$ cat src/rtl/mem_req_pkg.sv
// Shared types and constants for the EBOX->MBOX memory request sequencer.
package mem_req_pkg;

  typedef enum logic [2:0] {
    REQ_NONE = 3'd0,
    READ_AR  = 3'd1,
    READ_ARX = 3'd2,
    FETCH    = 3'd3,
    RPW      = 3'd4,
    WRITE    = 3'd5
  } req_type_e;

  typedef struct packed {
    logic user;
    logic pub;
    logic prev;
    logic ext;
  } req_ctx_t;

  typedef enum logic [1:0] {
    ST_IDLE  = 2'd0,
    ST_REQ   = 2'd1,
    ST_PAUSE = 2'd2,
    ST_WREQ  = 2'd3
  } state_e;

  localparam logic [2:0] DIAG_HELD  = 3'd0;
  localparam logic [2:0] DIAG_STATE = 3'd1;
  localparam logic [2:0] DIAG_VA    = 3'd2;
  localparam logic [2:0] DIAG_BRK   = 3'd3;

  // Codes 0, 6 and 7 are accepted on the bus but never issued.
  function automatic logic type_legal(input logic [2:0] t);
    return (t >= 3'd1) && (t <= 3'd5);
  endfunction

endpackage

$ cat src/rtl/mem_req_seq_if.sv
// EBOX request and MBOX cycle signals; slave is the sequencer side.
interface mem_req_seq_if #(
  parameter int VA_W = 30
);
  import mem_req_pkg::*;

  logic            ebox_req_valid;
  logic            ebox_req_ready;
  logic [2:0]      ebox_req_type;
  req_ctx_t        ebox_req_ctx;
  logic [VA_W-1:0] ebox_req_va;
  logic            ebox_wr_go;

  logic            mbox_req;
  logic            mbox_ack;
  logic [2:0]      mbox_type;
  req_ctx_t        mbox_ctx;
  logic [VA_W-1:0] mbox_va;

  modport master (
    output ebox_req_valid, ebox_req_type, ebox_req_ctx, ebox_req_va, ebox_wr_go, mbox_ack,
    input  ebox_req_ready, mbox_req, mbox_type, mbox_ctx, mbox_va
  );

  modport slave (
    input  ebox_req_valid, ebox_req_type, ebox_req_ctx, ebox_req_va, ebox_wr_go, mbox_ack,
    output ebox_req_ready, mbox_req, mbox_type, mbox_ctx, mbox_va
  );

endinterface

$ cat src/rtl/req_fifo.sv
// Small show-ahead request queue; dout is the head entry whenever empty is low.
module req_fifo #(
  parameter  int DEPTH = 2,
  parameter  int WIDTH = 8,
  localparam int CNT_W = $clog2(DEPTH + 1)
) (
  input  logic             clk,
  input  logic             RESET,
  input  logic             push,
  input  logic [WIDTH-1:0] din,
  input  logic             pop,
  output logic [WIDTH-1:0] dout,
  output logic             full,
  output logic             empty,
  output logic [CNT_W-1:0] count
);

  localparam int PTR_W = (DEPTH > 1) ? $clog2(DEPTH) : 1;

  logic [WIDTH-1:0] mem [DEPTH];
  logic [PTR_W-1:0] wr_ptr, rd_ptr;
  logic             do_push, do_pop;

  function automatic logic [PTR_W-1:0] ptr_inc(input logic [PTR_W-1:0] p);
    return (p == PTR_W'(DEPTH - 1)) ? '0 : p + PTR_W'(1);
  endfunction

  assign full    = (count == CNT_W'(DEPTH));
  assign empty   = (count == '0);
  assign do_push = push & ~full;
  assign do_pop  = pop & ~empty;
  assign dout    = mem[rd_ptr];

  // NOTE: storage is deliberately not reset; only entries below count are ever treated as valid.
  always_ff @(posedge clk) begin
    if (do_push) mem[wr_ptr] <= din;
  end

  always_ff @(posedge clk or posedge RESET) begin
    if (RESET) begin
      wr_ptr <= '0;
      rd_ptr <= '0;
      count  <= '0;
    end else begin
      if (do_push) wr_ptr <= ptr_inc(wr_ptr);
      if (do_pop)  rd_ptr <= ptr_inc(rd_ptr);
      case ({do_push, do_pop})
        2'b10:   count <= count + 1'b1;
        2'b01:   count <= count - 1'b1;
        default: count <= count;
      endcase
    end
  end

endmodule

$ cat src/rtl/mem_req_seq.sv
// EBOX->MBOX memory request sequencer: queues requests and issues one MBOX cycle at a time.
// Optional address-break compare is built when MEM_REQ_ADR_BRK_EN is defined.
module mem_req_seq
  import mem_req_pkg::*;
#(
  parameter int DEPTH      = 2,
  parameter int VA_W       = 30,
  parameter int VA_LEGAL_W = 23
) (
  input  logic         clk,
  input  logic         RESET,
  mem_req_seq_if.slave bus,
  input  logic         adr_err_clr,
  output logic         vma_pause,
  output logic         adr_err,
  input  logic [2:0]   diag_sel,
  output logic [7:0]   diag_data
`ifdef MEM_REQ_ADR_BRK_EN
  ,
  input  logic [VA_W-1:0] brk_va,
  input  logic [2:0]      brk_en,
  input  logic            brk_user,
  output logic            page_addr_cond
`endif
);

  localparam int ENTRY_W = 3 + $bits(req_ctx_t) + VA_W;
  localparam int CNT_W   = $clog2(DEPTH + 1);

  logic               accept, type_ok, va_bad, push, adr_err_set;
  logic [VA_W-1:0]    va_in;
  logic [ENTRY_W-1:0] q_head;
  logic [2:0]         q_type;
  req_ctx_t           q_ctx;
  logic [VA_W-1:0]    q_va;
  logic               q_full, q_empty;
  logic [CNT_W-1:0]   q_count;
  state_e             state_q, state_d;
  logic               pop, load_req, load_wr;
  logic [2:0]         mbox_type_q, held_type;
  req_ctx_t           mbox_ctx_q, held_ctx;
  logic [VA_W-1:0]    mbox_va_q;

  assign accept  = bus.ebox_req_valid & bus.ebox_req_ready;
  assign type_ok = type_legal(bus.ebox_req_type);

  if (VA_LEGAL_W < VA_W) begin : g_va_chk
    assign va_bad = bus.ebox_req_ctx.ext & (|bus.ebox_req_va[VA_W-1:VA_LEGAL_W]);
  end else begin : g_va_all_legal
    assign va_bad = 1'b0;
  end

  // An illegal type is dropped silently, even when its address is also bad.
  assign adr_err_set = accept & type_ok & va_bad;
  assign push        = accept & type_ok & ~va_bad;

  // NOTE: give every always_comb output a default first so no path can infer a latch.
  always_comb begin
    va_in = bus.ebox_req_va;
    if (!bus.ebox_req_ctx.ext) va_in[VA_W-1:18] = '0;
  end

  // The in-flight request stays in the queue until its first ack, so it still counts against ready.
  req_fifo #(.DEPTH(DEPTH), .WIDTH(ENTRY_W)) u_fifo (
    .clk   (clk),
    .RESET (RESET),
    .push  (push),
    .din   ({bus.ebox_req_type, bus.ebox_req_ctx, va_in}),
    .pop   (pop),
    .dout  (q_head),
    .full  (q_full),
    .empty (q_empty),
    .count (q_count)
  );
  assign {q_type, q_ctx, q_va} = q_head;
  assign bus.ebox_req_ready    = ~q_full;

  always_comb begin
    state_d  = state_q;
    pop      = 1'b0;
    load_req = 1'b0;
    load_wr  = 1'b0;
    unique case (state_q)
      ST_IDLE:  if (!q_empty) begin
                  state_d  = ST_REQ;
                  load_req = 1'b1;
                end
      ST_REQ:   if (bus.mbox_ack) begin
                  pop     = 1'b1;
                  state_d = (mbox_type_q == RPW) ? ST_PAUSE : ST_IDLE;
                end
      ST_PAUSE: if (bus.ebox_wr_go) begin
                  state_d = ST_WREQ;
                  load_wr = 1'b1;
                end
      ST_WREQ:  if (bus.mbox_ack) state_d = ST_IDLE;
      default:  state_d = ST_IDLE;
    endcase
  end

  // NOTE: sequential state uses non-blocking assignments so every flop samples pre-edge values.
  always_ff @(posedge clk or posedge RESET) begin
    if (RESET) state_q <= ST_IDLE;
    else       state_q <= state_d;
  end

  always_ff @(posedge clk or posedge RESET) begin
    if (RESET) begin
      mbox_type_q <= '0;
      mbox_ctx_q  <= '0;
      mbox_va_q   <= '0;
      held_type   <= '0;
      held_ctx    <= '0;
    end else if (load_req) begin
      mbox_type_q <= q_type;
      mbox_ctx_q  <= q_ctx;
      mbox_va_q   <= q_va;
      held_type   <= q_type;
      held_ctx    <= q_ctx;
    end else if (load_wr) begin
      mbox_type_q <= WRITE;
      held_type   <= WRITE;
      held_ctx    <= mbox_ctx_q;
    end
  end

  always_ff @(posedge clk or posedge RESET) begin
    if (RESET)            adr_err <= 1'b0;
    else if (adr_err_clr) adr_err <= 1'b0;
    else if (adr_err_set) adr_err <= 1'b1;
  end

  assign bus.mbox_req  = (state_q == ST_REQ) || (state_q == ST_WREQ);
  assign bus.mbox_type = mbox_type_q;
  assign bus.mbox_ctx  = mbox_ctx_q;
  assign bus.mbox_va   = mbox_va_q;
  assign vma_pause     = (state_q == ST_PAUSE);

`ifdef MEM_REQ_ADR_BRK_EN
  logic class_en, hit_req, hit_wr;

  always_comb begin
    class_en = 1'b0;
    case (q_type)
      FETCH:              class_en = brk_en[2];
      READ_AR, READ_ARX,
      RPW:                class_en = brk_en[1];
      WRITE:              class_en = brk_en[0];
      default:            class_en = 1'b0;
    endcase
  end

  // Both issue points re-evaluate the compare; the write half of an RPW is a write-class issue.
  assign hit_req = (q_va == brk_va) && class_en && (q_ctx.user == brk_user);
  assign hit_wr  = (mbox_va_q == brk_va) && brk_en[0] && (mbox_ctx_q.user == brk_user);

  always_ff @(posedge clk or posedge RESET) begin
    if (RESET)         page_addr_cond <= 1'b0;
    else if (load_req) page_addr_cond <= hit_req;
    else if (load_wr)  page_addr_cond <= hit_wr;
  end
`endif

  always_comb begin
    diag_data = '0;
    case (diag_sel)
      DIAG_HELD:  diag_data = {held_type, held_ctx, 1'b0};
      DIAG_STATE: diag_data = {1'b0, state_q, 4'(q_count), adr_err};
      DIAG_VA:    diag_data = mbox_va_q[7:0];
`ifdef MEM_REQ_ADR_BRK_EN
      DIAG_BRK:   diag_data = {page_addr_cond, 7'b0};
`endif
      default:    diag_data = '0;
    endcase
  end

endmodule

$ cat src/flat_wrapper.sv
// flat-port wrapper written by rule: the top's interface ports become plain ports
module mem_req_seq_flat import mem_req_pkg::*;
#(
  parameter int DEPTH      = 2,
  parameter int VA_W       = 30,
  parameter int VA_LEGAL_W = 23
)
  (clk, RESET, adr_err_clr, vma_pause, adr_err, diag_sel, diag_data, bus_ebox_req_valid, bus_ebox_req_type, bus_ebox_req_ctx, bus_ebox_req_va, bus_ebox_wr_go, bus_mbox_ack, bus_ebox_req_ready, bus_mbox_req, bus_mbox_type, bus_mbox_ctx, bus_mbox_va);
  mem_req_seq_if #(.VA_W(VA_W)) bus_i ();
  input  logic clk;
  input  logic RESET;
  input  logic adr_err_clr;
  output logic vma_pause;
  output logic adr_err;
  input  logic [2:0] diag_sel;
  output logic [7:0] diag_data;
  input wire logic [$bits(bus_i.ebox_req_valid)-1:0] bus_ebox_req_valid;
  input wire logic [$bits(bus_i.ebox_req_type)-1:0] bus_ebox_req_type;
  input wire logic [$bits(bus_i.ebox_req_ctx)-1:0] bus_ebox_req_ctx;
  input wire logic [$bits(bus_i.ebox_req_va)-1:0] bus_ebox_req_va;
  input wire logic [$bits(bus_i.ebox_wr_go)-1:0] bus_ebox_wr_go;
  input wire logic [$bits(bus_i.mbox_ack)-1:0] bus_mbox_ack;
  output wire logic [$bits(bus_i.ebox_req_ready)-1:0] bus_ebox_req_ready;
  output wire logic [$bits(bus_i.mbox_req)-1:0] bus_mbox_req;
  output wire logic [$bits(bus_i.mbox_type)-1:0] bus_mbox_type;
  output wire logic [$bits(bus_i.mbox_ctx)-1:0] bus_mbox_ctx;
  output wire logic [$bits(bus_i.mbox_va)-1:0] bus_mbox_va;
  assign bus_i.ebox_req_valid = bus_ebox_req_valid;
  assign bus_i.ebox_req_type = bus_ebox_req_type;
  assign bus_i.ebox_req_ctx = bus_ebox_req_ctx;
  assign bus_i.ebox_req_va = bus_ebox_req_va;
  assign bus_i.ebox_wr_go = bus_ebox_wr_go;
  assign bus_i.mbox_ack = bus_mbox_ack;
  assign bus_ebox_req_ready = bus_i.ebox_req_ready;
  assign bus_mbox_req = bus_i.mbox_req;
  assign bus_mbox_type = bus_i.mbox_type;
  assign bus_mbox_ctx = bus_i.mbox_ctx;
  assign bus_mbox_va = bus_i.mbox_va;
  mem_req_seq #(.DEPTH(DEPTH), .VA_W(VA_W), .VA_LEGAL_W(VA_LEGAL_W)) u_core (.clk(clk), .RESET(RESET), .bus(bus_i), .adr_err_clr(adr_err_clr), .vma_pause(vma_pause), .adr_err(adr_err), .diag_sel(diag_sel), .diag_data(diag_data));
endmodule
$ cat config.mk
export PLATFORM = sky130hd
export DESIGN_NAME = mem_req_seq_flat
export DESIGN_NICKNAME = d
export VERILOG_FILES = /design/src/rtl/mem_req_pkg.sv /design/src/rtl/mem_req_seq_if.sv /design/src/rtl/req_fifo.sv /design/src/rtl/mem_req_seq.sv /design/src/flat_wrapper.sv
export SDC_FILE = /design/constraint.sdc
export NUM_CORES = 1
export LEC_CHECK = 0
export ABC_AREA = 0
export ABC_CLOCK_PERIOD_IN_PS = 6600
export CAP_MARGIN = 20
export CORE_ASPECT_RATIO = 1.75
export CORE_UTILIZATION = 32
export DETAILED_ROUTE_END_ITERATION = 10
export HOLD_SLACK_MARGIN = 0.02
export PLACE_DENSITY = 0.63
export RECOVER_POWER = 100
export SYNTH_ARGS = -nofsm -noshare
export SYNTH_HDL_FRONTEND = slang
export SYNTH_HIERARCHICAL = 1
export SYNTH_SLANG_ARGS = --single-unit
$ cat constraint.sdc
create_clock -name clk -period 6.6 [get_ports clk]
set_clock_uncertainty 0.15 [all_clocks]
set_input_delay 1.98 -clock clk [delete_from_list [all_inputs] [get_ports clk]]
set_output_delay 1.98 -clock clk [all_outputs]
set_load 0.03 [all_outputs]
==> reports/metrics.csv, run 1 <==
stage,metric,value,unit
detailed_routing,wirelength,10.12,mm
logic_synthesis,synth_top_area_share,44.62,%
timing,totalNegativeSetupSlack,0,ns
clocking,htree_num_levels,4,
place,gp_congestion,0.7509,
worst_setup_path,cp-end-kind,output pin,
logic_synthesis,yosysTopAreaCell,edfxtp_1,
die,io_pins,95,
clocking,cts_buffer_depth,2,
timing,tightest_slew,2.173,ns
outcome,outcome,"finished, violations left",
global_route,grt_first_pass_wirelength,15.91,mm
clocking,cts_tree,built,
worst_setup_path,crit_slowest_cell,dlygate4sd3_1,
worst_setup_path,path_class,in -> out,
power,peakVddDrop,0.1952,mV
global_route,grt.overflow.total,0,
worst_setup_path,crit_path_max_fanout,10,
timing,slew_violations,74,
outcome,violations,"design-rule violations, max-capacitance violations, max-slew violations",
logic_synthesis,synth_ff_type,edfxtp_1,
die,core_area,15310,sq um
worst_setup_path,critPathLaunchType,primary input,
detailed_routing,antenna_left,0,
layout,syn_to_final_growth,32.94,%
clocking,cts.repair.resized,0,
die,die_w,96.30,microns
detailed_routing,num_vias,2813,
timing,post-route-period-util,94.54,%
logic_synthesis,syn_inst,296,
layout,layoutNonFillerInstCount,599,
place,dp.cells,564,
layout,finalInstanceArea,6620,sq um
global_route,grt_pass1_vias,3111,
layout,fill_cells,1479,
power,p_leak,2.500,nW
detailed_routing,drt-wirelength-per-cell,16.89,microns
timing,final.min_clock_period,6.240,ns
layout,final_nets,446,
timing,rsz0062_at_grt,false,
die,rows,60,
detailed_routing,viasPerCell,4.696,
place,postPlaceCellArea,6080,sq um
global_route,gr-usage-all-layers,13.82,%
logic_synthesis,synth_area,4980,sq um
worst_setup_path,cp.required,4.47,ns
clocking,cts_hold_buf,0,
power,p_per_area,483.7,nW/um^2
logic_synthesis,ys_seq_elements,122,
clocking,root_buffer,clkbuf_16,
die,die_area,16080,sq um
detailed_routing,drtPass1Iterations,7,
flow_run,cap_violations,2,
logic_synthesis,synth_top_cells_by_count,"edfxtp_1 (74), mux2_2 (53), dfrtp_1 (48)",
clocking,cts_sinks,122,
layout,fin_util,43.23,%
timing,clock.fmax,160.3,MHz
worst_setup_path,path_common_cell,dlygate4sd3_1,
worst_setup_path,max_stage_delay,0.80,ns
logic_synthesis,synth_area_leaders,"edfxtp_1 (45%), dfrtp_1 (24%), mux2_2 (12%)",
logic_synthesis,ys_seq_area_share,68.74,%
layout,drive_gt1_share,23.06,%
detailed_routing,drc,1,
clocking,cts_made_buffers,17,
timing,setup_violations,0,
global_route,antenna_found_initial,1,
die,start_util,32.52,%
clocking,postCtsSetupBuffers,0,
logic_synthesis,synth_cell_types,42,
worst_setup_path,crit_chain,"dlygate4sd3_1, nor2b_1, a22oi_1, nor2_1, dlygate4sd3_1",
logic_synthesis,syn-mean-instance-area,16.82,sq um
clocking,path_clk_slew,0.05,ns
place,dpl_worst_slack,0.5400,ns
logic_synthesis,synth_nets,343,
worst_setup_path,crit_arrival,4.11,ns
clocking,clk_latency,0.40,ns
timing,slew-limit-headroom,-44.89,%
min_path,hold_path_class,reg -> reg,
detailed_routing,drt_iter0_drc,93,
logic_synthesis,synth_edf_count,74,
place,port-buffer-count,94,
logic_synthesis,async_flop_share,39.34,%
logic_synthesis,synth_warnings,6,
timing,layout_setup_ws,0.3605,ns
die,die_h,167.0,microns
place,dp_hpwl,6.576,mm
timing,hold_viol,0,
global_route,grt_max_degree,45,
logic_synthesis,yosysMostFrequentCell,edfxtp_1,
flip-flops by register name, indices dropped and copies added, names as in the netlist, named ones only:
register              cells
u_core/u_fifo/mem        74
u_core/held_type          3
u_core/u_fifo/count       2
u_core/state_q            1
u_core/bus.mbox_ctx       4
u_core/adr_err            1
u_core/held_ctx           4
u_core/bus.mbox_va       30
u_core/u_fifo/rd_ptr      1
u_core/u_fifo/wr_ptr      1
report_power, final:
| part | total (W) | switching, W | internal [W] |
|---|---|---|---|
| sequential | 0.00117 | 0.000151 | 0.00101 |
| clock | 0.000925 | 0.000323 | 0.000601 |
| combinational | 0.00111 | 0.000588 | 0.000525 |
| total | 0.00320 | 0.00106 | 0.00214 |
cell usage in the layout (no fill, tap or decap), drive strengths merged, types with 3 or more instances in the layout:
cell,instances
dlygate4sd3,78
edfxtp,74
mux2,73
dfrtp,48
clkbuf,24
clkdlybuf4s50,16
nand2,14
and2,12
nor2,9
mux2i,7
inv,6
clkinv,6
nor2b,5
nor3,4
bufinv,3
clkinvlp,3
xnor2,3
final cells by class:
cell class	instances	area, sq um	area share [%]
Tap cell	186	232.7	3.515
Timing Repair Buffer	98	957.2	14.46
Clock inverter	12	150.1	2.268
Inverter	6	22.52	0.3402
Clock buffer	20	446.7	6.747
Antenna cell	1	2.502	0.03780
Sequential cell	122	3423	51.71
Multi-Input combinational cell	154	1385	20.92
routing by layer:
| metal | routed length, microns | GRT usage [%] | vias to the layer above |
|---|---|---|---|
| li1 | - | - | 1296 |
| met1 | 3718 | 13.76 | 1429 |
| met2 | 5786 | 25.13 | 75 |
| met3 | 360 | 3.562 | 13 |
| met4 | 252 | 7.545 | 0 |
| met5 | 0 | 0 | - |
path summary, 6_finish.rpt:
check	start	endpoint	slack, ns	cells after the start
max	diag_sel[1]	diag_data[0]	0.36	5
min	u_core/bus.mbox_va[22]	u_core/bus.mbox_va[22]	0.35	1
max reg2reg	u_core/state_q[0]	u_core/held_ctx[0]	3.33	4
min reg2reg	u_core/bus.mbox_va[22]	u_core/bus.mbox_va[22]	0.35	1
max in group asynchronous	RESET	u_core/bus.mbox_va[13]	2.39	3
min in group asynchronous	RESET	u_core/u_fifo/wr_ptr	1.77	2
critical path: cells and delay by family:
kind / cells / cell delay (ns)
compound gates: 1 / 0.15
buf+inv: 2 / 1.55
simple gates: 2 / 0.43
stage by stage:
stage          hold WS, ns  total power [W]
3_3_place_gp        0.3402         0.002378
5_1_grt             0.3732         0.003373
3_5_place_dp        0.3477         0.002398
2_1_floorplan       0.3104         0.001972
6_report            0.3485         0.003202
4_1_cts             0.3600         0.003337
kinds of logic (layout without fill, tap and decap cells):
kind of cell,Yosys count,after routing,share of synthesized area (%)
multiplexers,80,80,19.42
adder cells (fa/ha/maj),1,1,0.2512
XOR/XNOR,5,5,0.8796
AND/OR/NAND/NOR,55,55,6.181
buffers and inverters,20,136,2.437
other,0,1,0
flip-flops,122,122,68.74
AO/OA/AOI/OAI,13,13,2.086
Note: power is estimated with default switching activity, not from simulation.
==> inputs of run 2 (changes only) <==
Settings changed: GPL_TIMING_DRIVEN set to 1.
==> results of run 2 <==
Final layout, timing and power as in run 1 (identical DEF).
==> inputs of run 3 (changes only) <==
Settings changed: CAP_MARGIN 20 to unset.
==> reports/metrics.csv, run 3 (synthesis gave the netlist of run 1 again) <==
stage,metric,value,unit
outcome,outcome,"finished, violations left",
outcome,violations,"design-rule violations, max-capacitance violations, max-slew violations",
detailed_routing,antenna_left,0,
power,p_clk_share,29.0,%
detailed_routing,drt-wirelength-per-cell,16.96,microns
timing,clock.fmax,161.5,MHz
layout,final_nets,444,
die,die_h,167.0,microns
power,peakVddDrop,0.2289,mV
worst_setup_path,crit_arrival,4.06,ns
detailed_routing,viasPerCell,4.727,
clocking,cts_tree,built,
place,gp_congestion,0.7509,
layout,drive_gt1_share,22.93,%
timing,hold_viol,0,
clocking,path_clk_slew,0.05,ns
clocking,cts.repair.resized,0,
timing,rsz0062_at_grt,false,
layout,mostFrequentLayoutCell,dlygate4sd3_1,
die,core_area,15310,sq um
die,io_pins,95,
die,start_util,32.52,%
clocking,cts_hold_buf,0,
detailed_routing,num_vias,2822,
detailed_routing,drt_iter0_drc,97,
place,dp_hpwl,6.576,mm
layout,syn_to_final_growth,32.41,%
power,p_int,0.002128,W
clocking,cts_made_buffers,17,
worst_setup_path,cp-end-kind,output pin,
global_route,grt_pass1_vias,3111,
global_route,grt_first_pass_wirelength,15.91,mm
timing,slew-limit-headroom,-28.36,%
global_route,grt.overflow.total,0,
global_route,antenna_found_initial,1,
place,dp.cells,564,
power,netSwitchingPower,0.001057,W
timing,totalNegativeSetupSlack,0,ns
power,finalPower,0.003186,W
layout,regMostFlops,u_core/u_fifo/mem,
timing,slew_violations,122,
timing,setup_violations,0,
power,p_comb_share,33.7,%
place,port-buffer-count,94,
flow_run,cap_violations,3,
layout,fin_util,43.06,%
worst_setup_path,rr_startpoint,u_core/u_fifo/count[0],
worst_setup_path,reg2reg_slack,3.49,ns
clocking,clk_latency,0.40,ns
power,p_per_area,483.1,nW/um^2
global_route,grt_max_degree,45,
min_path,hold_path_depth,1,
worst_setup_path,crit_path_max_fanout,10,
timing,post-route-period-util,93.82,%
die,die_w,96.30,microns
clocking,cts_buffer_depth,2,
timing,tightest_slew,1.923,ns
power,p_leak,2.476,nW
worst_setup_path,critPathLaunchType,primary input,
detailed_routing,wirelength,10.13,mm
min_path,hold_path_class,reg -> reg,
detailed_routing,drc,1,
min_path,min_to,u_core/bus.mbox_va[22],
clocking,root_buffer,clkbuf_16,
clocking,postCtsSetupBuffers,0,
detailed_routing,drtPass1Iterations,8,
worst_setup_path,regToRegEndpoint,u_core/u_fifo/mem[1][36],
min_path,hold_path_startpoint,u_core/bus.mbox_va[22],
clocking,htree_num_levels,4,
die,die_area,16080,sq um
worst_setup_path,path_class,in -> out,
layout,final_cell_mix,"dlygate4sd3_1 (78), edfxtp_1 (74), mux2_2 (53)",
die,rows,60,
clocking,cts_sinks,122,
worst_setup_path,rr_worst_depth,5,
layout,layoutNonFillerInstCount,597,
timing,final.min_clock_period,6.192,ns
layout,largest_reg_flops,74,
global_route,gr-usage-all-layers,13.82,%
power,power_frac_seq,37.3,%
power,p_sw_share,33.19,%
worst_setup_path,cp.required,4.47,ns
[run 3: cell types whose count changed in the layout (fill, tap and decap cells not counted), sizes merged]
| cell | change |
|---|---|
| clkbuf | -3 |
| buf | +1 |
[run 3: how the worst max path moves through the flow]
stage / startpoint / end / cells past startpoint
6_report: diag_sel[1] / diag_data[0] / 5
5_1_grt: diag_sel[1] / diag_data[6] / 5
4_1_cts: diag_sel[1] / diag_data[0] / 5
3_5_place_dp: diag_sel[1] / diag_data[0] / 5
3_3_place_gp: diag_sel[0] / diag_data[6] / 5
2_1_floorplan: bus_ebox_req_va[25] / u_core/u_fifo/mem[0][0] / 5
[run 3: layer usage]
| metal | GRT usage (%) | part of all wire (%) |
|---|---|---|
| met1 | 13.76 | 37 |
| met4 | 7.545 | 2.7 |
| met3 | 3.562 | 3.6 |
| met2 | 25.13 | 57 |
| met5 | 0 | 0 |
[run 3: stage by stage]
stage | hold WS (ns) | instance area (sq um) | setup WS [ns]
global placement | 0.3402 | 6080 | 0.6422
finish | 0.3485 | 6594 | 0.4081
floorplan | 0.3104 | 4980 | 1.407
detailed placement | 0.3477 | 6080 | 0.5400
CTS | 0.3600 | 6676 | 0.5385
global route | 0.3731 | 6594 | 0.3139
[run 3: worst max-delay path, cell delays in order]
cell           delay [ns]
dlygate4sd3_1        0.79
nor2b_1              0.28
a22oi_1              0.14
nor2_1               0.12
dlygate4sd3_1        0.75
[run 3: power groups by stage]
stage          Combinational, W  Sequential (W)  Clock, W
3_3_place_gp            0.00116         0.00122         0
3_5_place_dp            0.00117         0.00123         0
5_1_grt                 0.00116         0.00122  0.000981
6_report                0.00107         0.00119  0.000924
2_1_floorplan          0.000625         0.00135         0
4_1_cts                 0.00118         0.00121  0.000948
[run 3: layout make-up]
| class | count | area (sq um) |
|---|---|---|
| Fill cell | 1484 | 8721 |
| Sequential cell | 122 | 3423 |
| Multi-Input combinational cell | 154 | 1363 |
| Timing Repair Buffer | 96 | 953.4 |
| Clock buffer | 20 | 446.7 |
| Tap cell | 186 | 232.7 |
| Clock inverter | 12 | 150.1 |
| Inverter | 6 | 22.52 |
| Antenna cell | 1 | 2.502 |
